`src/rtl/shift_pkg.sv`:
```
// Shared types and constants for the shift arbiter and its barrel shifter.
// Opcodes, datapath widths, the S1 state encoding and the bit-reversal helper.
package shift_pkg;
  localparam int DATA_W = 32;
  localparam int AMT_W  = 5;

  localparam logic [1:0] OP_SRL = 2'b00;
  localparam logic [1:0] OP_SLL = 2'b01;
  localparam logic [1:0] OP_SRA = 2'b10;
  localparam logic [1:0] OP_ROR = 2'b11;

  typedef enum logic [1:0] {
    S1_EMPTY  = 2'd0,
    S1_SHIFT  = 2'd1,
    S1_ROT_LO = 2'd2,
    S1_ROT_HI = 2'd3
  } s1_state_t;

  function automatic logic [DATA_W-1:0] bit_rev32(input logic [DATA_W-1:0] v);
    logic [DATA_W-1:0] r;
    for (int i = 0; i < DATA_W; i++) r[i] = v[DATA_W-1-i];
    return r;
  endfunction
endpackage

```
`src/rtl/Shifter.sv`:
```
// Shared 32-bit logical-right barrel shifter; zero fill.
// Every other shift flavour is built around it by the arbiter.
module Shifter
  import shift_pkg::*;
(
  input  logic [DATA_W-1:0] dataA,
  input  logic [AMT_W-1:0]  dataB,
  output logic [DATA_W-1:0] dataOut
);
  assign dataOut = dataA >> dataB;
endmodule

```
`src/rtl/shift_arbiter.sv`:
```
// Two-port arbiter sharing one right shifter: S1 = operands + shifter, S2 = response register.
// state     | meaning
// EMPTY     | S1 holds no operation
// SHIFT     | single-pass SRL/SLL/SRA result ready to move to S2
// ROT_LO    | first ROR pass, capturing the right-shifted half
// ROT_HI    | second ROR pass, merging the left-shifted half
module shift_arbiter
  import shift_pkg::*;
#(
  parameter bit RR_EN = 1'b1
) (
  input  logic              clk,
  input  logic              rst,
  input  logic [1:0]        req_valid,
  output logic [1:0]        req_ready,
  input  logic [DATA_W-1:0] req_data0,
  input  logic [DATA_W-1:0] req_data1,
  input  logic [AMT_W-1:0]  req_amt0,
  input  logic [AMT_W-1:0]  req_amt1,
  input  logic [1:0]        req_op0,
  input  logic [1:0]        req_op1,
  output logic              resp_valid,
  input  logic              resp_ready,
  output logic [DATA_W-1:0] resp_data,
  output logic              resp_id
);
  s1_state_t         state, state_nxt;
  logic [DATA_W-1:0] data_q, partial_q;
  logic [AMT_W-1:0]  amt_q, sh_amt;
  logic [1:0]        op_q;
  logic              id_q, last_q;

  logic              gnt, accept, s2_can_load, s1_done, s1_can_load;
  logic [DATA_W-1:0] sel_data;
  logic [AMT_W-1:0]  sel_amt;
  logic [1:0]        sel_op;
  logic              use_rev, use_inv;
  logic [DATA_W-1:0] sh_in, sh_out, sh_res, s1_result;

  assign s2_can_load = !resp_valid || resp_ready;
  assign s1_done     = ((state == S1_SHIFT) || (state == S1_ROT_HI)) && s2_can_load;
  assign s1_can_load = (state == S1_EMPTY) || s1_done;

  // Only one port valid: that port wins; both valid: alternate or favour port 0.
  assign gnt       = (&req_valid) ? (RR_EN ? ~last_q : 1'b0) : req_valid[1];
  assign req_ready = (!rst && s1_can_load && (|req_valid)) ? (2'b01 << gnt) : 2'b00;
  assign accept    = |req_ready;

  assign sel_data = gnt ? req_data1 : req_data0;
  assign sel_amt  = gnt ? req_amt1  : req_amt0;
  assign sel_op   = gnt ? req_op1   : req_op0;

  always_comb begin
    use_rev = 1'b0;
    use_inv = 1'b0;
    sh_amt  = amt_q;
    case (state)
      S1_SHIFT: begin
        use_rev = (op_q == OP_SLL);
        use_inv = (op_q == OP_SRA) && data_q[DATA_W-1];
      end
      S1_ROT_HI: begin
        use_rev = 1'b1;
        sh_amt  = ~amt_q + 1'b1;
      end
      default: ;
    endcase
  end

  // Left shifts run reversed; negative SRA runs inverted so zero fill becomes sign fill.
  assign sh_in     = use_rev ? bit_rev32(data_q) : (use_inv ? ~data_q : data_q);
  assign sh_res    = use_rev ? bit_rev32(sh_out) : (use_inv ? ~sh_out : sh_out);
  assign s1_result = (state == S1_ROT_HI) ? (partial_q | sh_res) : sh_res;

  Shifter u_shifter (
    .dataA   (sh_in),
    .dataB   (sh_amt),
    .dataOut (sh_out)
  );

  always_comb begin
    state_nxt = state;
    unique case (state)
      S1_EMPTY: if (accept) state_nxt = (sel_op == OP_ROR) ? S1_ROT_LO : S1_SHIFT;
      S1_ROT_LO: state_nxt = S1_ROT_HI;
      S1_SHIFT, S1_ROT_HI: begin
        if (s2_can_load) begin
          if (accept) state_nxt = (sel_op == OP_ROR) ? S1_ROT_LO : S1_SHIFT;
          else        state_nxt = S1_EMPTY;
        end
      end
    endcase
  end

  always_ff @(posedge clk) begin
    if (rst) begin
      state      <= S1_EMPTY;
      data_q     <= '0;
      amt_q      <= '0;
      op_q       <= OP_SRL;
      id_q       <= 1'b0;
      partial_q  <= '0;
      last_q     <= 1'b1;
      resp_valid <= 1'b0;
      resp_data  <= '0;
      resp_id    <= 1'b0;
    end else begin
      state <= state_nxt;
      if (accept) begin
        data_q <= sel_data;
        amt_q  <= sel_amt;
        op_q   <= sel_op;
        id_q   <= gnt;
        last_q <= gnt;
      end
      if (state == S1_ROT_LO) partial_q <= sh_res;
      if (s1_done) begin
        resp_valid <= 1'b1;
        resp_data  <= s1_result;
        resp_id    <= id_q;
      end else if (resp_ready) begin
        resp_valid <= 1'b0;
      end
    end
  end
endmodule

```
`config.mk`:
```
export PLATFORM = sky130hd
export DESIGN_NAME = shift_arbiter
export DESIGN_NICKNAME = d
export VERILOG_FILES = /design/src/rtl/shift_pkg.sv /design/src/rtl/Shifter.sv /design/src/rtl/shift_arbiter.sv
export SDC_FILE = /design/constraint.sdc
export NUM_CORES = 1
export LEC_CHECK = 0
export BUFFER_PORTS_ARGS = -buffer_cell sky130_fd_sc_hd__buf_2
export CAP_MARGIN = 20
export CORE_MARGIN = 2
export CORE_UTILIZATION = 59
export DETAILED_ROUTE_END_ITERATION = 7
export GPL_ROUTABILITY_DRIVEN = 0
export PLACE_DENSITY = 0.93
export RECOVER_POWER = 25
export SLEW_MARGIN = 5
export SYNTH_ARGS = -nofsm -noshare
export SYNTH_HDL_FRONTEND = slang
export SYNTH_SLANG_ARGS = --single-unit
```
`constraint.sdc`:
```
create_clock -name clk -period 3.9 [get_ports clk]
set_input_delay 0.78 -clock clk [delete_from_list [all_inputs] [get_ports clk]]
set_output_delay 0.78 -clock clk [all_outputs]
set_load 0.05 [all_outputs]
```
Word-level counts from Yosys, hierarchy flattened
Index checks and enable logic that the tools add are counted.
Widths: inputs -> output; s select.
Storage, ports and cells
  register bits after elaboration: 109
  bits of input ports: 83
  output and inout bits: 36
  word-level logic and storage cells: 62
Operators by class
  add/sub/neg operators: 1
  eq/ne operators: 8
  shift operators: 2
  muxes and demuxes: 20
  bitwise operators: 5
  reductions and logical operators: 16
Operators with widths (count)
  $mux 32: 6
  $not 32->32: 2
  $or 32x32->32: 1
  $shr 32x5->32: 1
  $mux 2: 6
  $mux 5: 2
  $eq 2x2->1 const B: 4
  $pmux 2 s3: 1
  $reduce_or 2->1: 3
  $add 5x1->5 const B: 1
  $not 5->5: 1
  $eq 2x1->1 const B: 2
  $logic_and 1x1->1: 4
  $mux 1: 4
  $ne 2x2->1 const B: 2
  $reduce_and 2->1: 2
  $logic_or 1x1->1: 3
  $logic_not 1->1: 2
  $logic_not 2->1: 1
  $pmux 1 s2: 1
  $reduce_bool 2->1: 1
  $shl 1x1->2 const A: 1
  $not 1->1: 1

Logic depth before layout (Yosys ltp)
Gate-level depths: netlist of the first run.
  word-level depth: 11
  depth in mapped cells: 15
  gate-level depth less buffers: 11

Cells and area by module
From an unflattened synthesis of the first run, not the netlist that was laid out.
Unflattened totals
  cells, all modules: 949
  area total of the unflattened synthesis: 7526.0 µm²
Modules (own cells, without submodules)
  shift_arbiter: instances 1, cells an instance 769, area each 5884.4 µm²
  Shifter: instances 1, cells an instance 180, area each 1641.6 µm²

Worst setup path after synthesis of the first run
Ideal clock, no wire load.
  path kind: register to register
  start: reg amt_q[0]
  end: reg resp_data[29]
  data arrival time: 3.394 ns
  data required time: 3.776 ns
  setup slack: 0.381 ns
  cell stages (with the launch flop): 16
  path through: dfxtp_1 > inv_1 > buf_2 > buf_2 > clkbuf_1 > ha_1 > and3_1 > a21oi_2 > buf_2 > nor3_1 > a211oi_1 > o21ai_0 > or2_2 > xnor2_1 > a221oi_1 > a21oi_1
On the way
  word-level cells in the longest chain between the ends: 9
Ends and longest elaborated chain
  from (decl): RTL line shift_arbiter.sv:29  | logic [AMT_W-1:0] amt_q, sh_amt;
  from (signal assigned): RTL line shift_arbiter.sv:111  | amt_q <= sel_amt;
  $not 5->5: RTL line shift_arbiter.sv:64  | sh_amt = ~amt_q + 1'b1;
  $add 5x1->5: RTL line shift_arbiter.sv:64
  $mux 5 *: RTL line shift_arbiter.sv:57  | case (state)
  $shr 32x5->32 *: RTL line Shifter.sv:10  | assign dataOut = dataA >> dataB;
  $not 32->32: RTL line shift_arbiter.sv:72  | assign sh_res = use_rev ? bit_rev32(sh_out) : (use_inv ? ~sh_out : sh_out);
  $mux 32: RTL line shift_arbiter.sv:72
  $mux 32 *: RTL line shift_arbiter.sv:72
  $or 32x32->32: RTL line shift_arbiter.sv:73  | assign s1_result = (state == S1_ROT_HI) ? (partial_q | sh_res) : sh_res;
  $mux 32 *: RTL line shift_arbiter.sv:73
  to (signal assigned): RTL line shift_arbiter.sv:119  | resp_data <= s1_result;
  to (decl): RTL line shift_arbiter.sv:24  | output logic [DATA_W-1:0] resp_data,
Every way passes the cells marked *; elsewhere a longest branch is shown, timed or not.
A chain may end at the register's enable or synchronous reset.

Final worst setup path of the first run
  start: reg data_q[31]
  end: reg resp_data[13]
On the way
  word-level cells in the longest chain between the ends: 10
Ends and longest elaborated chain
  from (decl): RTL line shift_arbiter.sv:28  | logic [DATA_W-1:0] data_q, partial_q;
  from (signal assigned): RTL line shift_arbiter.sv:110  | data_q <= sel_data;
  $logic_and 1x1->1: RTL line shift_arbiter.sv:60  | use_inv = (op_q == OP_SRA) && data_q[DATA_W-1];
  $mux 1: RTL line shift_arbiter.sv:57
  $mux 32 (2 in a row): RTL line shift_arbiter.sv:71  | assign sh_in = use_rev ? bit_rev32(data_q) : (use_inv ? ~data_q : data_q);
  $shr 32x5->32: RTL line Shifter.sv:10
  $not 32->32: RTL line shift_arbiter.sv:72
  $mux 32: RTL line shift_arbiter.sv:72
  $mux 32 *: RTL line shift_arbiter.sv:72
  $or 32x32->32: RTL line shift_arbiter.sv:73
  $mux 32 *: RTL line shift_arbiter.sv:73
Marks and branches as above.

==> impl_metrics.py, run 1 <==
metrics = {
    "drt": {
        "vias": 9727,
        "via_per_inst": 7.380,
        "drt-wirelength-per-cell_um": 21.63,
        "first_pass_iters": 8,
        "drtIter0Drc": 2289,
        "ant_nets": 0,
        "drc": 22,
        "routed_wl_um": 28510,
    },
    "power_and_ir_drop": {
        "p_int_w": 0.002267,
        "switching_share_pct": 39.47,
        "p_switching_w": 0.001478,
        "seqPwrFrac_pct": 35.2,
        "p_per_area_mw_per_mm2": 413.4,
        "leakage_nw": 3.350,
        "clockPowerShare_pct": 27.2,
        "p_comb_share_pct": 37.6,
        "ir_worst_vdd_mv": 0.3380,
    },
    "logic_synthesis": {
        "syn_nets": 1151,
        "syn_area_per_cell_um2": 7.524,
        "synth_area_mm2": 0.008028,
        "ys_async_sr_fraction_pct": 0,
        "synth-seq-cells": 109,
        "synth_warnings": 0,
        "synth-seq-area-share_pct": 27.18,
        "synth_top_area_cell": "dfxtp_1",
        "synthFlopType": "dfxtp_1",
        "ys_types": 77,
        "synth.most_common_cell": "nor2_1",
        "synth_edf_count": 0,
        "synthCells": 1067,
        "ys_top_cells_by_area": "dfxtp_1 27%, nor2_1 6.6%, nand2_1 5.1%, a222oi_1 4.9%, a21oi_1 4.2%",
        "synth_top_area_share_pct": 27.18,
        "synthTopCellsByCount": "142 x nor2_1, 109 x dfxtp_1, 109 x nand2_1",
    },
    "global_routing": {
        "grt.overflow.total": 0,
        "grt_usage_pct": 38.76,
        "antenna_found_initial": 0,
        "grt_pass1_vias": 8950,
        "grt_max_degree": 94,
        "grt_pass1_wl_um": 45190,
    },
    "sta": {
        "tns_ns": 0,
        "finalCritPeriodShare_pct": 95.49,
        "worst_slack_ns": 0.1758,
        "clock_skew_ns": 0.006685,
        "min_period_ns": 3.724,
        "holdWs_ns": 0.4581,
        "hold_viol_final": 0,
        "setup_viol": 0,
        "maxSlewHeadroom_pct": -24.09,
        "final-max-slew-violation-count": 46,
        "rsz0062_at_grt": "false",
        "clock.fmax_mhz": 268.5,
        "worst_pin_slew_ns": 1.861,
    },
    "finish": {
        "layout-area-overhead-vs-synth_pct": 12.84,
        "fin_util_pct": 68.41,
        "drive_above_1_share_pct": 18.74,
        "final_cell_area_mm2": 0.009059,
        "antenna_cells": 0,
        "final_nets": 1221,
    },
    "hold_path": {
        "hold_path.class": "flop to flop",
    },
    "die": {
        "fp.dieH_um": 120.6,
        "die-area_mm2": 0.01456,
        "start_util_pct": 60.62,
        "row_count": 42,
        "dieWidth_um": 120.6,
        "ioPinCount": 119,
        "core-area_mm2": 0.01324,
    },
    "clocking": {
        "cts_inserted_buffers": 9,
        "path_clk_slew_ns": 0.07,
        "cts-root-buf": "clkbuf_16",
        "htree_levels": 3,
        "numClockSinks": 109,
        "cts_tree": "built",
        "cts_buffer_depth": 2,
        "clkLatencyLatePin_ns": 0.37,
    },
    "worst_setup_path": {
        "endpoint_kind": "flop",
        "arrival_ns": 3.95,
        "critical_path_class": "flop to flop",
        "crit_fanout": 15,
        "startpoint_type": "flop",
        "cp_data_required_time_ns": 4.12,
    },
    "outcome": {
        "status": "complete, but fails checks",
        "violations": "DRC, capacitance limit, slew limit",
    },
    "placement": {
        "dp_hpwl_um": 19690,
        "io_buffers": 118,
        "placed_cell_area_mm2": 0.008777,
        "place_ws_ns": 0.3026,
    },
    "job": {
        "drv_cap": 1,
    },
}
[cell type report]
class / instances / area (um2)
Clock buffer: 11 / 242.7
Timing Repair Buffer: 165 / 897.1
Sequential cell: 109 / 2183
Fill cell: 1076 / 4184
Tap cell: 176 / 220.2
Multi-Input combinational cell: 842 / 5395
Inverter: 10 / 37.54
Clock inverter: 5 / 82.58
[registers in the layout, summed over array words and instances (netlist names), named ones only]
register,flops
data_q,32
partial_q,32
resp_data,32
amt_q,5
op_q,2
id_q,1
last_q,1
resp_id,1
resp_valid,1
state,1
[what timing repair did]
action | CTS | global route
hold buffers | 0 | 0
resized for setup | 0 | 1
setup endpoints to repair | 0 | 1
setup buffers | 0 | 0
[metal layers]
metal / wire [um] / global-route usage [%] / share of wire (%) / vias up
li1: - / - / - / 4253
met1: 10230 / 48.26 / 36 / 4343
met2: 12270 / 58.83 / 43 / 901
met3: 4105 / 12.78 / 14 / 230
met4: 1908 / 21.51 / 6.7 / 0
met5: 0 / 0 / 0 / -
[worst max-delay path, stage by stage, from the launching register on]
cell,delay [ns]
dfxtp_1,0.53
nand3_2,0.33
buf_4,0.30
and2_1,0.18
o31ai_1,0.59
a211oi_1,0.28
o21ai_0,0.32
buf_4,0.20
a21oi_1,0.07
a22oi_1,0.43
mux2i_1,0.24
o31ai_1,0.09
[power by group through the flow]
stage          combinational [W]  clock (W)  sequential, W
6_report                 0.00141    0.00102        0.00132
3_5_place_dp             0.00135          0        0.00133
3_3_place_gp             0.00132          0        0.00133
2_1_floorplan           0.000852          0        0.00145
5_1_grt                  0.00149    0.00107        0.00133
4_1_cts                  0.00136    0.00102        0.00131
[path summary, 6_finish.rpt]
check / start / to / slack, ns / cells after the start
worst max register to register: data_q[31]$_SDFFE_PP0N_ / resp_data[13]$_SDFFE_PP0P_ / 0.18 / 11
worst min register to register: partial_q[21]$_SDFFE_PP0N_ / partial_q[21]$_SDFFE_PP0N_ / 0.46 / 2
worst min-delay path: partial_q[21]$_SDFFE_PP0N_ / partial_q[21]$_SDFFE_PP0N_ / 0.46 / 2
worst max-delay path: data_q[31]$_SDFFE_PP0N_ / resp_data[13]$_SDFFE_PP0P_ / 0.18 / 11
[cells by family (layout without fill, tap and decap cells)]
group                      Yosys count  count (layout)  synth area share, %
AOI/OAI and AO/OA                  393             393                37.08
adders and majority gates            1               1               0.1558
and+or+nand+nor                    389             389                21.79
muxes                               38              38                5.533
buffers and inverters              116             191                5.969
xor gates and xnor gates            21              21                2.291
DFF                                109             109                27.18
[metrics by stage]
stage	power, W	instances
floorplan	0.002301	1067
global placement	0.002650	1302
detailed placement	0.002687	1302
CTS	0.003689	1318
global route	0.003885	1318
finish	0.003745	1318
[placed cells by master, fill, tap and decap left out, drive strengths merged, types with 19 or more instances in the layout]
cell type  instances
a21oi             68
a211oi            24
a211o             19
o21ai             46
clkbuf            46
mux2i             23
nor3              38
o211ai            19
buf              130
a222oi            39
nor2             145
nand3             29
o22ai             21
o311ai            32
nand2            109
dfxtp            109
No activity file was read; power rests on OpenSTA's default activity.
==> run 2: changes to the inputs <==
--- a/config.mk
+++ b/config.mk
@@ -7,6 +7,7 @@
 export LEC_CHECK = 0
 export BUFFER_PORTS_ARGS = -buffer_cell sky130_fd_sc_hd__buf_2
 export CAP_MARGIN = 20
+export CORE_ASPECT_RATIO = 1.75
 export CORE_MARGIN = 2
 export CORE_UTILIZATION = 59
 export DETAILED_ROUTE_END_ITERATION = 7
==> run 2 against run 1 <==
  * The flow still finishes with violations (DRC, capacitance limit, slew limit)
  * Non-clock buffer count rose by 5
  * Die area rose by 0.25%
  * Fmax rose by 1.9%
  * Sequential power barely moved
  * Register-to-register slack improved by 0.07 ns
  * Via count rose by 0.72%
  * Global-route usage rose by 2.0 points
  * Sequential share of layout area barely moved
  * Largest power group unchanged
==> impl_metrics.py, run 2 (synthesis results as in run 1) <==
metrics = {
    "drt": {
        "drc": 3,
        "ant_nets": 0,
        "via_per_inst": 7.416,
        "vias": 9797,
        "routed_wl_um": 29690,
        "drtIter0Drc": 1557,
        "drt-wirelength-per-cell_um": 22.48,
        "first_pass_iters": 8,
    },
    "hold_path": {
        "hold_path.class": "flop to flop",
        "hold_path.startpoint": "partial_q[23]$_SDFFE_PP0N_",
    },
    "worst_setup_path": {
        "crit_fanout": 20,
        "crit_slowest_cell": "a311oi_1",
        "critical_path_class": "flop to flop",
        "startpoint_type": "flop",
        "r2r_start": "op_q[1]$_SDFFE_PP0N_",
        "ff2ff_setup_slack_ns": 0.25,
        "crit_chain": "inv_1 -> o311a_1 -> a311oi_1 -> a22oi_1 -> mux2_2 -> o22ai_2 -> a221oi_2 -> and2_1 -> o41ai_1",
        "endpoint_kind": "flop",
        "cp-startpoint": "op_q[1]$_SDFFE_PP0N_",
        "cp_data_required_time_ns": 4.13,
        "arrival_ns": 3.89,
        "max_stage_delay_ns": 0.67,
    },
    "clocking": {
        "htree_levels": 3,
        "path_clk_slew_ns": 0.09,
        "clkLatencyLatePin_ns": 0.37,
        "postCtsSetupBuffers": 0,
        "cts_buffer_depth": 2,
        "cts_tree": "built",
        "cts.repair.resized": 0,
        "postCtsHoldBufs": 0,
        "cts-root-buf": "clkbuf_16",
        "cts_inserted_buffers": 9,
        "numClockSinks": 109,
    },
    "outcome": {
        "status": "complete, but fails checks",
        "violations": "DRC, capacitance limit, slew limit",
    },
    "global_routing": {
        "grt_max_degree": 94,
        "grt_pass1_vias": 8926,
        "grt.overflow.total": 0,
        "grt_pass1_wl_um": 47030,
        "grt_usage_pct": 40.75,
        "antenna_found_initial": 0,
    },
    "sta": {
        "setup_viol": 0,
        "min_period_ns": 3.655,
        "hold_viol_final": 0,
        "finalCritPeriodShare_pct": 93.71,
        "worst_pin_slew_ns": 1.923,
        "tns_ns": 0,
        "rsz0062_at_grt": "false",
        "final-max-slew-violation-count": 94,
        "clock.fmax_mhz": 273.6,
        "maxSlewHeadroom_pct": -28.22,
        "clock_skew_ns": 0.01655,
    },
    "power_and_ir_drop": {
        "leakage_nw": 3.363,
        "p_per_area_mw_per_mm2": 408.0,
        "ir_worst_vdd_mv": 0.2445,
    },
    "placement": {
        "dp_hpwl_um": 20190,
        "io_buffers": 118,
        "placed_cell_area_mm2": 0.008801,
    },
    "finish": {
        "final_cell_mix": "139 x nor2_1, 109 x nand2_1, 108 x dfxtp_1",
        "final_common_cell": "nor2_1",
        "final_nets": 1226,
        "drive_above_1_share_pct": 19.18,
        "final_cell_area_mm2": 0.009067,
        "layout-area-overhead-vs-synth_pct": 12.95,
        "antenna_cells": 0,
        "reg_top3": "data_q (32), partial_q (32), resp_data (32)",
    },
    "die": {
        "core-area_mm2": 0.01338,
        "row_count": 56,
        "start_util_pct": 59.99,
        "fp.dieH_um": 158.3,
        "die-area_mm2": 0.01459,
        "ioPinCount": 119,
        "dieWidth_um": 92.18,
    },
    "job": {
        "drv_cap": 1,
    },
}
==> run 2: layer usage <==
metal,global-route usage [%],up-vias,routed length (um)
li1,-,4270,-
met1,44.25,4379,9527
met2,66.74,870,14060
met3,11.97,278,3406
met4,30.85,0,2699
met5,0,-,0
==> run 2: power by group <==
group / total, W / internal (W) / switching, W
Combinational: 0.00146 / 0.000485 / 0.000970
Sequential: 0.00131 / 0.00121 / 0.0000925
Clock: 0.000939 / 0.000455 / 0.000484
==> run 2: final timing paths <==
path | end | depth (start not counted)
worst max-delay path | resp_data[27]$_SDFFE_PP0P_ | 9
worst min-delay path | partial_q[23]$_SDFFE_PP0N_ | 2
worst max register to register | resp_data[27]$_SDFFE_PP0P_ | 9
worst min register to register | partial_q[23]$_SDFFE_PP0N_ | 2
==> run 2: layout make-up <==
type	instances	area, um2
fillers	1098	4315
flip-flops and latches	109	2183
multi-input cells	842	5395
clock buffers	9	225.2
clock inverters	7	73.82
inverters	10	37.54
repair buffers	170	934.6
well taps	174	217.7
==> run 2: critical path: cells and delay by family (launching register included) <==
| family | cells | cell delay [ns] |
|---|---|---|
| compound gates | 6 | 2.19 |
| flops | 1 | 0.44 |
| buf+inv | 1 | 0.33 |
| mux | 1 | 0.33 |
| simple gates | 1 | 0.23 |
==> run 2: through the flow <==
stage	total power, W	hold WS [ns]	setup slack (ns)	utilization, %	std cells
finish	0.003700	0.4660	0.2453	67.75	1321
global route	0.003845	0.4798	0.09947	67.75	1321
CTS	0.003624	0.4635	0.3681	68.00	1321
detailed placement	0.002704	0.4520	0.3707	65.76	1305
global placement	0.002672	0.4425	0.5199	65.76	1305
floorplan	0.002301	0.4310	0.3812	-	1067
